--- src/rtl/led_seq_pkg.sv ---
// ----------------------------------------------------------------------------
// led_seq_pkg
//    Shared constants and types for the LED blink sequencer.
//    The MODE input encodings double as the state encoding of the pattern
//    state machine, so a mode request can be compared directly against the
//    current state to decide between "enter new pattern" and "advance".
//    Also holds the PWM period used by the optional brightness gate.
// ----------------------------------------------------------------------------
package led_seq_pkg;

   localparam logic [1:0] MODE_OFF   = 2'd0;
   localparam logic [1:0] MODE_SOLID = 2'd1;
   localparam logic [1:0] MODE_BLINK = 2'd2;
   localparam logic [1:0] MODE_CHASE = 2'd3;

   // State values deliberately equal the MODE encodings above.
   typedef enum logic [1:0] {
      S_OFF   = 2'd0,
      S_SOLID = 2'd1,
      S_BLINK = 2'd2,
      S_CHASE = 2'd3
   } state_t;

   // Brightness PWM: counter runs 0..PWM_PERIOD-1, BRIGHT selects duty 0..15.
   localparam int PWM_PERIOD = 15;
   localparam int PWM_CNT_W  = 4;

endpackage

--- src/rtl/tick_gen.sv ---
// ----------------------------------------------------------------------------
// tick_gen
//    Programmable prescaler producing the pattern step rate.
//    DIV = CLK_HZ / TICK_HZ; one step every DIV enabled clock cycles.
//
// Parameters
//    CLK_HZ   input clock frequency
//    TICK_HZ  step rate; DIV must be >= 1
//
// Ports
//    CLOCK_50  in   system clock (posedge)
//    RESET_N   in   asynchronous active-low reset
//    EN        in   1 = count, 0 = freeze counter (not cleared)
//    step      out  combinational step strobe, high on the cycle the counter
//                   sits at DIV-1 while enabled; the parent updates on it
//    TICK      out  registered copy of step, aligned with the LED update edge
// ----------------------------------------------------------------------------
module tick_gen #(
   parameter int CLK_HZ  = 50_000_000,
   parameter int TICK_HZ = 1
) (
   input  logic CLOCK_50,
   input  logic RESET_N,
   input  logic EN,
   output logic step,
   output logic TICK
);

   localparam int DIV   = CLK_HZ / TICK_HZ;
   localparam int CNT_W = $clog2(DIV) + 1;
   localparam logic [CNT_W-1:0] LAST = CNT_W'(DIV - 1);

   generate
      if (DIV < 1) begin : g_bad_div
         $error("tick_gen: CLK_HZ/TICK_HZ must be at least 1");
      end
   endgenerate

   logic [CNT_W-1:0] r_cnt;
   logic             r_tick;
   logic             w_step;

   // With DIV=1 LAST is zero, so the step fires on every enabled cycle.
   assign w_step = EN && (r_cnt == LAST);
   assign step   = w_step;
   assign TICK   = r_tick;

   // Counter holds its value while paused so the interval resumes where it
   // left off rather than restarting.
   always_ff @(posedge CLOCK_50 or negedge RESET_N) begin
      if (!RESET_N) begin
         r_cnt  <= '0;
         r_tick <= 1'b0;
      end else begin
         r_tick <= w_step;
         if (w_step) begin
            r_cnt <= '0;
         end else if (EN) begin
            r_cnt <= r_cnt + CNT_W'(1);
         end
      end
   end

endmodule

--- src/rtl/led_blink_sequencer.sv ---
// ----------------------------------------------------------------------------
// led_blink_sequencer
//    Drives the board LEDs with a mode-selectable, pausable pattern
//    (off / solid / blink / chase) stepped by a programmable prescaler.
//    The step tick is exported so downstream logic can run at pattern rate.
//
// Optional feature macro: LED_PWM_EN
//    Defined   -> BRIGHT port exists and LEDs are gated by a free-running
//                 15-cycle PWM (BRIGHT=0 dark, BRIGHT=15 always on).
//    Undefined -> no BRIGHT port, LED is the pattern register directly.
//
// Parameters
//    CLK_HZ   input clock frequency
//    TICK_HZ  pattern step rate (CLK_HZ/TICK_HZ >= 1)
//    N_LEDS   LED count, 2..16
//
// Ports
//    CLOCK_50  in   system clock (posedge)
//    RESET_N   in   asynchronous active-low reset
//    EN        in   1 = run prescaler, 0 = pause and hold everything
//    MODE      in   0=OFF 1=SOLID 2=BLINK 3=CHASE, sampled on step edges only
//    BRIGHT    in   brightness 0..15 (LED_PWM_EN builds only)
//    LED       out  LED drive, registered
//    TICK      out  one-cycle pulse per pattern step, registered
// ----------------------------------------------------------------------------
module led_blink_sequencer
   import led_seq_pkg::*;
#(
   parameter int CLK_HZ  = 50_000_000,
   parameter int TICK_HZ = 1,
   parameter int N_LEDS  = 2
) (
   input  logic              CLOCK_50,
   input  logic              RESET_N,
   input  logic              EN,
   input  logic [1:0]        MODE,
`ifdef LED_PWM_EN
   input  logic [3:0]        BRIGHT,
`endif
   output logic [N_LEDS-1:0] LED,
   output logic              TICK
);

   localparam int POS_W = $clog2(N_LEDS);
   localparam logic [POS_W-1:0] LAST_POS = POS_W'(N_LEDS - 1);

   generate
      if (N_LEDS < 2 || N_LEDS > 16) begin : g_bad_n_leds
         $error("led_blink_sequencer: N_LEDS must be in 2..16");
      end
   endgenerate

   logic              w_step;
   state_t            w_mode;
   logic [POS_W-1:0]  w_next_pos;

   state_t            r_state;
   logic              r_phase;
   logic [POS_W-1:0]  r_pos;
   logic [N_LEDS-1:0] r_pattern;

   tick_gen #(
      .CLK_HZ  (CLK_HZ),
      .TICK_HZ (TICK_HZ)
   ) u_tick_gen (
      .CLOCK_50 (CLOCK_50),
      .RESET_N  (RESET_N),
      .EN       (EN),
      .step     (w_step),
      .TICK     (TICK)
   );

   // Even LEDs follow phase, odd LEDs the inverse, giving an alternating blink.
   function automatic logic [N_LEDS-1:0] blink_pattern(input logic phase);
      logic [N_LEDS-1:0] res;
      for (int i = 0; i < N_LEDS; i++) begin
         res[i] = (i % 2 == 0) ? phase : ~phase;
      end
      return res;
   endfunction

   // Compare-based decode avoids indexing past N_LEDS for non-power-of-2 counts.
   function automatic logic [N_LEDS-1:0] one_hot(input logic [POS_W-1:0] pos);
      logic [N_LEDS-1:0] res;
      for (int i = 0; i < N_LEDS; i++) begin
         res[i] = (pos == POS_W'(i));
      end
      return res;
   endfunction

   assign w_mode     = state_t'(MODE);
   assign w_next_pos = (r_pos == LAST_POS) ? '0 : r_pos + POS_W'(1);

   // Pattern state machine. Nothing moves except on a step, so MODE changes
   // between steps and EN pauses are naturally ignored. A mode request that
   // differs from the current state enters that pattern from its start;
   // a repeated request advances the current pattern one step.
   always_ff @(posedge CLOCK_50 or negedge RESET_N) begin
      if (!RESET_N) begin
         r_state   <= S_OFF;
         r_phase   <= 1'b0;
         r_pos     <= '0;
         r_pattern <= '0;
      end else if (w_step) begin
         if (w_mode != r_state) begin
            r_state <= w_mode;
            case (w_mode)
               S_OFF:   r_pattern <= '0;
               S_SOLID: r_pattern <= '1;
               S_BLINK: begin
                  r_phase   <= 1'b1;
                  r_pattern <= blink_pattern(1'b1);
               end
               S_CHASE: begin
                  r_pos     <= '0;
                  r_pattern <= one_hot('0);
               end
               default: r_pattern <= '0;
            endcase
         end else begin
            case (r_state)
               S_OFF:   r_pattern <= '0;
               S_SOLID: r_pattern <= '1;
               S_BLINK: begin
                  r_phase   <= ~r_phase;
                  r_pattern <= blink_pattern(~r_phase);
               end
               S_CHASE: begin
                  r_pos     <= w_next_pos;
                  r_pattern <= one_hot(w_next_pos);
               end
               default: r_pattern <= '0;
            endcase
         end
      end
   end

`ifdef LED_PWM_EN
   logic [PWM_CNT_W-1:0] r_pwm_cnt;
   logic                 r_pwm_gate;

   // Free-running brightness PWM, independent of EN so paused LEDs keep
   // their brightness. The gate is registered so LED stays glitch-free.
   always_ff @(posedge CLOCK_50 or negedge RESET_N) begin
      if (!RESET_N) begin
         r_pwm_cnt  <= '0;
         r_pwm_gate <= 1'b0;
      end else begin
         r_pwm_gate <= (r_pwm_cnt < BRIGHT);
         if (r_pwm_cnt == PWM_CNT_W'(PWM_PERIOD - 1)) begin
            r_pwm_cnt <= '0;
         end else begin
            r_pwm_cnt <= r_pwm_cnt + PWM_CNT_W'(1);
         end
      end
   end

   assign LED = r_pattern & {N_LEDS{r_pwm_gate}};
`else
   assign LED = r_pattern;
`endif

endmodule

--- config.mk ---
export PLATFORM = sky130hd
export DESIGN_NAME = led_blink_sequencer
export DESIGN_NICKNAME = d
export VERILOG_FILES = /design/src/rtl/led_seq_pkg.sv /design/src/rtl/tick_gen.sv /design/src/rtl/led_blink_sequencer.sv
export SDC_FILE = /design/constraint.sdc
export NUM_CORES = 1
export LEC_CHECK = 0
export CORE_ASPECT_RATIO = 0.5
export CORE_UTILIZATION = 45
export DETAILED_ROUTE_END_ITERATION = 10
export GPL_TIMING_DRIVEN = 0
export SLEW_MARGIN = 0
export SYNTH_ARGS = -nofsm -noshare
export SYNTH_HDL_FRONTEND = slang
export SYNTH_HIERARCHICAL = 1
export SYNTH_SLANG_ARGS = --single-unit
--- constraint.sdc ---
create_clock -name CLOCK_50 -period 4.7 [get_ports CLOCK_50]
set_input_delay 0.705 -clock CLOCK_50 [delete_from_list [all_inputs] [get_ports CLOCK_50]]
set_output_delay 0.705 -clock CLOCK_50 [all_outputs]
set_load 0.01 [all_outputs]
* Word level (Yosys, flattened, before mapping)
Cells that the tools add are included.
Storage, ports and cells: bits in registers 34, latch bits 0, RAM bits 0, bits in read-only memories 0, bits of input ports 5, output and inout port bits 3, logic and storage cells 42, memories 0
Operators by class: add/sub/neg operators 2, multiply operators 0, div/mod/pow operators 0, $lt $le $gt $ge 0, equality and inequality tests 10, shift-type cells 0, mux-type cells 12, bitwise logic cells 2, reduce and logical (&&, ||, !) cells 10
Operator list (number):
- 27-bit 2-to-1 mux | 2
- 27-bit by 1-bit adder with 27-bit output (second input constant) | 1
- 27-bit by 26-bit equality test with 1-bit output (second input constant) | 1
- 2-bit equality test (second input constant) | 4
- 2-bit case mux with 4 select lines | 1
- 1-bit 2-to-1 mux | 7
- 2-bit case mux with 3 select lines | 1
- 3-bit AND reduction | 2
- 2-bit nonzero test | 3
- 2-bit by 1-bit equality test with 1-bit output (second input constant) | 2
- 2-bit zero test | 2
- 2-bit by 1-bit != test with 1-bit output (second input constant) | 2
- 2-bit 2-to-1 mux | 1
- 2-bit != test | 1
- 1-bit NOT | 2
- 2-bit AND reduction | 1
- 2-bit OR reduction | 1
- 1-bit adder (second input constant) | 1
- 1-bit logical AND | 1

* Logic depth before layout (Yosys ltp)
Gate-level depths: netlist of the first run.
word-level depth 5, gate-level depth with buffers 9, mapped depth without buffers 7

* By module
Netlist of the first run, hierarchy kept.
Modules (own cells, without submodules):
- tick_gen | times used 1, cells an instance 136, area each 1415.1 µm², seq. area each 700.7 µm²
- led_blink_sequencer | times used 1, cells an instance 34, area each 344.1 µm², seq. area each 150.1 µm²

* Worst setup path after synthesis of the first run
OpenSTA, ideal clock, no wires.
path type input port to flip-flop, start input port EN, end register r_state[0], setup time 0.125 ns, arrival time 2.206 ns, data required time 4.575 ns, path slack 2.369 ns, stages 6, buffers on the path 2, path through and3_1 nand2_2 nor4_4 buf_4 buf_2 mux2_2
Between the ends: cells in the longest elaborated chain, start to end 2
RTL lines:
- start, declared | RTL line led_blink_sequencer.sv:35 | input logic EN,
- 1-bit logical AND | RTL line tick_gen.sv:44 | assign w_step = EN && (r_cnt == LAST);
- via w_step | RTL line led_blink_sequencer.sv:53 | logic w_step;
- 2-bit AND reduction (no source line)
- end signal, assigned | RTL line led_blink_sequencer.sv:106 | r_state <= w_mode;
- end, declared | RTL line led_blink_sequencer.sv:57 | state_t r_state;
The timed path passes the listed nets, and every way through them passes these cells. A chain may end at the register's enable or synchronous reset.

* Worst setup path in the final report of the first run
start input port EN, end register r_pos
Between the ends: cells in the longest elaborated chain, start to end 2
RTL lines:
- 1-bit logical AND | RTL line tick_gen.sv:44
- via w_step | RTL line led_blink_sequencer.sv:53
- 3-bit AND reduction (no source line)
- end signal, assigned | RTL line led_blink_sequencer.sv:129 | r_pos <= w_next_pos;
- end, declared | RTL line led_blink_sequencer.sv:59 | logic [POS_W-1:0] r_pos;
The timed path passes the listed nets, and every way through them passes these cells.

==> results.json, run 1 <==
{
  "hp-class": "reg2reg",
  "crit_chain": "clkdlybuf4s50_1 > and3_1 > nand2_2 > nor4_4 > buf_4 > buf_2 > nand3_1 > nor4_1 > a21o_1",
  "p_total_mw": 0.652,
  "syn2layout_area_growth_pct": 12.2,
  "final_cell_mix": "dfrtp_1 (34), a21oi_1 (12), nand2_1 (11)",
  "design_area_um2": 1970,
  "vias": 1307,
  "rows": 15,
  "slowest_delay_ns": 0.58,
  "layout-drive-gt1-share_pct": 12.0,
  "ir_worst_vdd_v": 0.000264,
  "firstDrtPassIters": 4,
  "cts_made_buffers": 5,
  "syn-num-nets": 176,
  "criticalPathCategory": "in2reg",
  "cts_resized": 0,
  "grt_pass1_wl_um": 5640,
  "grt_pass1_vias": 1160,
  "cts.sinks": 34,
  "r2r_cells": 9,
  "hpwlAfterDp_um": 2240,
  "placed_cell_area_um2": 1870,
  "period_needed_ns": 3.05,
  "cts_tree": "built",
  "regArea_um2": 851,
  "gr-total-overflow": 0,
  "max_cap_viol_count": 0,
  "insertion_delay_ns": 0.29,
  "rsz0062_at_grt": "no",
  "antenna_cells": 0,
  "maxSlewHeadroom_pct": 49.1,
  "setup_viol": 0,
  "grt_antenna_before_repair": 0,
  "synth.cell_area_um2": 1760,
  "crit_cells": 9,
  "synth_top_area_share_pct": 48.4,
  "wl_per_cell_um": 14.1,
  "gp_congestion": 0.761,
  "tightestPinTransition_ns": 0.763,
  "fin_crit_sh_pct": 64.8,
  "end_kind": "flip-flop",
  "slew_viol_final": 0,
  "setup.worst_path.start_class": "primary input",
  "synth_seq_area_share_pct": 48.4,
  "route.detailed.drc": 0,
  "worst_ep_required_time_ns": 4.93,
  "finalClockSkew_ns": 0.0108,
  "die_w_um": 90.4,
  "die_area_um2": 4180,
  "avgSynthCellArea_um2": 10.3,
  "hold_viol": 0,
  "ys_async_sr_fraction_pct": 100,
  "clk_path_buf_depth": 2,
  "synth_area_leaders": "dfrtp_1 (48%), xnor2_1 (4.5%), xor2_1 (4.0%), a21oi_1 (3.4%), nand3_1 (2.8%)",
  "dpl.cell_count": 226,
  "timing.rr.end": "r_pos",
  "wirelength_um": 3290,
  "p_leak_nw": 0.885,
  "finalNonFillerCells": 234,
  "core_area_um2": 3580,
  "yosys.area.top_type": "dfrtp_1",
  "synth-warning-count": 6,
  "cp-startpoint": "EN",
  "multi_input_area_um2": 852,
  "max_freq_mhz": 328,
  "power_density_nw_per_um2": 330,
  "start_util_pct": 49.1,
  "io_pins": 8,
  "post_cts_buffers": 0,
  "cts_root_buffer": "clkbuf_8",
  "synth_edf_count": 0,
  "synth-seq-cells": 34,
  "fill_cells": 321,
  "synth_cells": 170,
  "clk_pin_slew_ns": 0.07,
  "ys_types": 42,
  "crit_family": "simple AND/OR/NAND/NOR gates",
  "r2r_setup_slack_ns": 2.11,
  "hold_buffers": 0,
  "via_per_inst": 5.59,
  "synth_ff_type": "dfrtp_1",
  "drt_iter0_drc": 54,
  "die_h_um": 46.2,
  "grt_use_total_pct": 18.0,
  "nets": 188,
  "critPathCapture": "r_pos",
  "antenna_left": 0,
  "final_common_cell": "dfrtp_1",
  "r2r-start": "u_tick_gen/r_cnt[0]",
  "grt_max_degree": 35,
  "status": "complete, no violations",
  "cp_slowest_cell": "nor4_4",
  "cp_max_fo": 11,
  "finalSetupTns_ns": 0,
  "crit_arrival_ns": 3.27,
  "worst-path-buf-inv": 3,
  "portBuffers": 5,
  "htreeDepth": 2,
  "fin_util_pct": 55.1
}
==> state kept, by name, indices dropped and copies added (netlist names) <==
name / count
r_pos: 1
u_tick_gen/r_cnt: 27
LED: 2
r_phase: 1
r_state: 2
u_tick_gen/TICK: 1
==> cell type report <==
type                            count  share of cell area (%)
Buffer                              8                    2.47
Inverter                            2                   0.380
Tap cell                           51                    3.23
Clock buffer                        7                    3.87
Clock inverter                      1                    1.52
Multi-Input combinational cell    126                    43.2
Timing Repair Buffer                5                    2.28
Sequential cell                    34                    43.1
==> worst register-to-register path: cells and delay by family, from the launching register on <==
kind / cells / cell delay, ns
simple gates: 5 / 1.33
buf+inv: 2 / 0.54
flops: 1 / 0.39
fa+ha+maj: 1 / 0.17
compound gates: 1 / 0.12
==> cells in the mapped netlist (all sizes together), types with 5 or more instances <==
cell type / n
or3: 5
nand4: 7
or4: 5
nand3: 10
nor2: 9
xnor2: 9
and4: 5
nand2: 12
dfrtp: 34
o21ai: 6
buf: 7
xor2: 8
a21oi: 12
==> worst min path at each step <==
stage | depth (start not counted) | end | slack (ns) | from
6_report | 1 | u_tick_gen/r_cnt[26] | 0.48 | u_tick_gen/r_cnt[26]
5_1_grt | 1 | u_tick_gen/r_cnt[26] | 0.51 | u_tick_gen/r_cnt[26]
4_1_cts | 1 | u_tick_gen/r_cnt[26] | 0.48 | u_tick_gen/r_cnt[26]
3_5_place_dp | 1 | u_tick_gen/r_cnt[26] | 0.47 | u_tick_gen/r_cnt[26]
3_3_place_gp | 1 | u_tick_gen/r_cnt[26] | 0.47 | u_tick_gen/r_cnt[26]
2_1_floorplan | 0 | LED[0] | 0.41 | RESET_N
==> per-stage QoR <==
step / setup WS [ns] / hold slack (ns)
2_1_floorplan: 2.37 / 0.409
3_3_place_gp: 1.36 / 0.466
3_5_place_dp: 1.35 / 0.468
4_1_cts: 1.65 / 0.485
5_1_grt: 1.40 / 0.505
6_report: 1.65 / 0.478
==> cells by family after synthesis <==
| kind of cell | count (synthesis) | synth area share, % |
|---|---|---|
| and+or+nand+nor | 76 | 27.3 |
| adders and majority gates | 1 | 0.711 |
| muxes | 2 | 1.28 |
| xor gates and xnor gates | 17 | 8.46 |
| buffers and inverters | 10 | 3.20 |
| DFF | 34 | 48.4 |
| AOI/OAI and AO/OA | 30 | 10.7 |
==> per-layer routing <==
metal | vias up | track usage (%) | wire length [um]
li1 | 655 | - | -
met4 | 0 | 6.77 | 27
met3 | 5 | 5.45 | 125
met2 | 20 | 28.2 | 1440
met1 | 627 | 24.0 | 1690
met5 | - | 0 | 0
==> power breakdown <==
group | internal [mW] | total, mW | switching (mW)
clock network | 0.159 | 0.265 | 0.106
registers | 0.315 | 0.334 | 0.0190
logic | 0.0253 | 0.0538 | 0.0286
total | 0.499 | 0.652 | 0.153
Note: power is estimated with default switching activity, not from simulation.
==> run 2, diff against run 1 <==
==> constraint.sdc (replaced) <==
create_clock -name CLOCK_50 -period 2.67 [get_ports CLOCK_50]
set_input_delay 0.4005 -clock CLOCK_50 [delete_from_list [all_inputs] [get_ports CLOCK_50]]
set_output_delay 0.4005 -clock CLOCK_50 [all_outputs]
set_load 0.01 [all_outputs]
==> results.json, run 2 (synthesis gave the netlist of run 1 again) <==
{
  "status": "complete, no violations",
  "power_density_nw_per_um2": 576,
  "crit_family": "simple AND/OR/NAND/NOR gates",
  "criticalPathCategory": "in2reg",
  "clk_path_buf_depth": 2,
  "antenna_left": 0,
  "dpl.cell_count": 226,
  "setup.worst_path.start_class": "primary input",
  "grt_antenna_before_repair": 0,
  "max_cap_viol_count": 0,
  "hold_viol": 0,
  "crit_arrival_ns": 2.66,
  "hp-class": "in2async",
  "setup_viol": 0,
  "layout-drive-gt1-share_pct": 13.5,
  "htreeDepth": 2,
  "gp_congestion": 0.761,
  "final_cell_mix": "dfrtp_1 (34), a21oi_1 (12), nand2_1 (11)",
  "period_needed_ns": 2.43,
  "die_w_um": 90.4,
  "finalNonFillerCells": 236,
  "max_freq_mhz": 412,
  "rsz0062_at_grt": "no",
  "fill_cells": 323,
  "cp_slowest_cell": "clkdlybuf4s50_1",
  "vias": 1305,
  "core_area_um2": 3580,
  "cts_root_buffer": "clkbuf_8",
  "cp_max_fo": 11,
  "slew_viol_final": 0,
  "rows": 15,
  "cts_made_buffers": 5,
  "grt_max_degree": 35,
  "grt_pass1_vias": 1160,
  "grt_use_total_pct": 18.0,
  "wirelength_um": 3350,
  "io_pins": 8,
  "syn2layout_area_growth_pct": 13.4,
  "portBuffers": 5,
  "drt_iter0_drc": 49,
  "dp_worst_setup_slack_ns": -0.380,
  "firstDrtPassIters": 4,
  "tightestPinTransition_ns": 0.762,
  "slowest_delay_ns": 0.55,
  "grt_pass1_wl_um": 5640,
  "die_h_um": 46.2,
  "start_util_pct": 49.1,
  "maxSlewHeadroom_pct": 49.2,
  "gr-total-overflow": 0,
  "setup_slack_ns": 0.240,
  "end_kind": "flip-flop",
  "worst-path-buf-inv": 3,
  "via_per_inst": 5.53,
  "fin_util_pct": 55.6,
  "cts_tree": "built",
  "wl_per_cell_um": 14.2,
  "crit_chain": "clkdlybuf4s50_1 > and3_2 > nand2_2 > nor4_4 > buf_6 > buf_2 > nand3_1 > nor4_1 > a21o_1",
  "largest_register_ffs": 27,
  "hpwlAfterDp_um": 2240,
  "ir_worst_vdd_v": 0.000463,
  "clk_pin_slew_ns": 0.07,
  "final_common_cell": "dfrtp_1",
  "cts.sinks": 34,
  "nets": 190,
  "p_total_mw": 1.15,
  "worst_ep_required_time_ns": 2.90,
  "die_area_um2": 4180,
  "p_leak_nw": 0.897,
  "finalClockSkew_ns": 0.0111,
  "route.detailed.drc": 0,
  "fin_crit_sh_pct": 91.0,
  "insertion_delay_ns": 0.29,
  "antenna_cells": 0,
  "largest_register": "u_tick_gen/r_cnt"
}
==> run 2: cell count changes in the layout (fill, tap and decap cells not counted), sizes merged <==
cell,before,now
buf,8,10
==> run 2: routing by layer <==
metal / vias up / GRT usage, % / part of all wire, %
met3: 5 / 5.45 / 4.1
met5: - / 0 / 0
met1: 621 / 24.0 / 51
li1: 659 / - / -
met4: 0 / 6.77 / 0.81
met2: 20 / 28.2 / 44
==> run 2: area by class of cell <==
class                   instances  area (um^2)  share of cell area [%]
inverters                       2         7.51                   0.376
repair buffers                  7         60.1                    3.01
flip-flops and latches         34          851                    42.7
clock inverters                 1         30.0                    1.51
clock buffers                   7         76.3                    3.83
well taps                      51         63.8                    3.20
plain buffers                   8         52.6                    2.63
multi-input cells             126          853                    42.8
==> run 2: where the power goes <==
part	switching (mW)	internal, mW
combinational	0.0505	0.0449
clock	0.186	0.279
sequential	0.0334	0.554
==> run 2: worst paths after layout <==
path                                      start              endpoint  slack (ns)  cells past startpoint
max reg2reg                 u_tick_gen/r_cnt[0]                 r_pos        0.39                      9
min reg2reg                u_tick_gen/r_cnt[26]  u_tick_gen/r_cnt[26]        0.48                      1
max in group asynchronous               RESET_N   u_tick_gen/r_cnt[9]        2.00                      1
max                                          EN                 r_pos        0.24                      9
min                                     RESET_N   u_tick_gen/r_cnt[1]        0.19                      1
min in group CLOCK_50                   MODE[1]            r_state[1]        0.47                      2
==> run 2: what timing repair did <==
item	CTS	global route
gates resized for setup	0	2
endpoints found under the setup margin	4	5
hold buffers	0	0
pin swaps	1	1
setup buffers	0	2
==> run 2: through the flow <==
| step | hold WS (ns) | setup TNS, ns | instance area (um^2) |
|---|---|---|---|
| detailed placement | 0.468 | -1.95 | 1870 |
| finish | 0.185 | 0 | 1990 |
| floorplan | 0.105 | 0 | 1760 |
| global route | 0.241 | 0 | 1990 |
| CTS | 0.208 | 0 | 1970 |
| global placement | 0.466 | -1.92 | 1870 |
==> run 3, diff against run 2 <==
--- a/config.mk
+++ b/config.mk
@@ -5,6 +5,7 @@
 export SDC_FILE = /design/constraint.sdc
 export NUM_CORES = 1
 export LEC_CHECK = 0
+export ABC_AREA = 1
 export CORE_ASPECT_RATIO = 0.5
 export CORE_UTILIZATION = 45
 export DETAILED_ROUTE_END_ITERATION = 10
==> results.json, run 3 <==
{
  "wirelength_um": 4500,
  "grt_use_met2_pct": 32.7,
  "cp_max_fo": 9,
  "slew_viol_final": 0,
  "synth_edf_count": 0,
  "status": "complete, no violations",
  "p_leak_nw": 1.24,
  "use_met3_pct": 5.25,
  "timing.rr.end": "r_phase",
  "layout-drive-gt1-share_pct": 8.02,
  "core_area_um2": 4140,
  "nets": 330,
  "start_util_pct": 49.9,
  "synth_top_area_share_pct": 41.1,
  "synth-seq-cells": 34,
  "r2r_setup_slack_ns": 0.50,
  "cts_tree": "built",
  "final_cell_mix": "nand2_1 (91), nor2_1 (64), inv_1 (44)",
  "clk_path_buf_depth": 2,
  "ir_worst_vdd_v": 0.000249,
  "synth_cells": 310,
  "cts_root_buffer": "clkbuf_8",
  "syn-num-nets": 316,
  "synth_area_leaders": "dfrtp_1 (41%), nand2_1 (17%), nor2_1 (12%), inv_1 (8.0%), nand3_1 (5.8%)",
  "synth_most_common_cell": "nand2_1",
  "largest_register": "u_tick_gen/r_cnt",
  "max_freq_mhz": 461,
  "setup_viol": 0,
  "hold_viol": 0,
  "io_pins": 8,
  "die_area_um2": 4890,
  "gp_congestion": 0.819,
  "rsz0062_at_grt": "no",
  "maxSlewHeadroom_pct": 48.3,
  "tightestPinTransition_ns": 0.776,
  "top_usage_layer": "met2",
  "cts_made_buffers": 5,
  "cts_resized": 0,
  "criticalPathCategory": "reg2reg",
  "grt_antenna_before_repair": 0,
  "grt_use_total_pct": 20.8,
  "antenna_cells": 0,
  "hp-class": "in2async",
  "antenna_left": 0,
  "use_met1_pct": 28.4,
  "largest_register_ffs": 27,
  "synth_seq_area_share_pct": 41.1,
  "grt_pass1_vias": 1733,
  "drt_iter0_drc": 107,
  "gr-total-overflow": 0,
  "ys_async_sr_fraction_pct": 100,
  "dp_worst_setup_slack_ns": 0.279,
  "setup_slack_ns": 0.503,
  "yosys.area.top_type": "dfrtp_1",
  "r2r-start": "u_tick_gen/r_cnt[0]",
  "finalClockSkew_ns": 0.00795,
  "clk_pin_slew_ns": 0.07,
  "fin_worst_hold_slack_ns": 0.192,
  "hold_buffers": 0,
  "crit_arrival_ns": 2.34,
  "worst_ep_required_time_ns": 2.84,
  "r2r_cells": 12,
  "hpwlAfterDp_um": 3390,
  "vias": 1861,
  "route.detailed.drc": 0,
  "fin_crit_sh_pct": 81.2,
  "cts.sinks": 34,
  "max_cap_viol_count": 0,
  "avgSynthCellArea_um2": 6.67,
  "synth-warning-count": 6,
  "htreeDepth": 2,
  "power_density_nw_per_um2": 494,
  "grt_max_degree": 35,
  "setup.worst_path.start_class": "flip-flop",
  "period_needed_ns": 2.17,
  "end_kind": "flip-flop",
  "ys_types": 23,
  "syn2layout_area_growth_pct": 10.1,
  "firstDrtPassIters": 4,
  "die_h_um": 49.9,
  "finalSetupTns_ns": 0,
  "post_cts_buffers": 0,
  "die_w_um": 97.9,
  "grt_pass1_wl_um": 7800,
  "portBuffers": 7,
  "insertion_delay_ns": 0.28,
  "synth_ff_type": "dfrtp_1",
  "wl_per_cell_um": 11.9,
  "synth.cell_area_um2": 2070,
  "yosys-top-cells-count": "nand2_1 (91), nor2_1 (64), inv_1 (44)",
  "rows": 16,
  "final_common_cell": "nand2_1",
  "via_per_inst": 4.92
}
-- run 3: how the worst max path moves through the flow --
stage                        startpoint  depth (start not counted)  endpoint
finish              u_tick_gen/r_cnt[0]                         12   r_phase
global route        u_tick_gen/r_cnt[0]                         12   r_phase
floorplan           u_tick_gen/r_cnt[0]                         12   r_phase
global placement                     EN                         10   r_phase
CTS                 u_tick_gen/r_cnt[0]                         12   r_phase
detailed placement                   EN                         10   r_phase
-- run 3: where the power goes --
| group | switching [mW] | internal [mW] |
|---|---|---|
| clock | 0.173 | 0.179 |
| combinational | 0.0972 | 0.0596 |
| sequential | 0.0567 | 0.558 |
| total | 0.327 | 0.797 |
-- run 3: layer usage --
layer	share of wire, %	up-vias
met5	0	-
met4	1.2	0
met3	3.7	7
met2	41	27
met1	54	851
li1	-	976
-- run 3: cells by family (layout without fill, tap and decap cells) --
group           count (synthesis)  count (layout)  synth area share, %
simple gates                  202             202                 41.4
xor+xnor                        5               5                 2.12
compound gates                 19              19                 5.08
buf+inv                        49              63                 9.62
flops                          34              34                 41.1
fa+ha+maj                       1               1                0.605
-- run 3: worst max-delay path, stage by stage, from the launching register on --
cell     delay (ns)
dfrtp_1        0.39
ha_1           0.27
nand2_2        0.08
nor2_2         0.09
nand2_2        0.09
nor2_2         0.12
nand3_2        0.20
inv_1          0.30
nand2_1        0.11
nor2_1         0.13
nand2_1        0.06
nor3_1         0.15
nor2_1         0.06
-- run 3: stage by stage --
step                      instances  utilization, %  power (mW)  instance area [um^2]
after global routing            378            55.0        1.20                  2280
after CTS                       378            55.0        1.14                  2280
after floorplan                 310               -       0.726                  2070
after detailed placement        371            53.1       0.778                  2200
final                           378            55.0        1.12                  2280
after global placement          371            53.2       0.773                  2210
-- run 3: layout make-up --
cell class,count,area (um^2)
Inverter,47,176
Buffer,2,22.5
Timing Repair Buffer,7,65.1
Multi-Input combinational cell,227,1020
Sequential cell,34,851
Tap cell,54,67.6
Clock buffer,7,76.3
Fill cell,410,1870
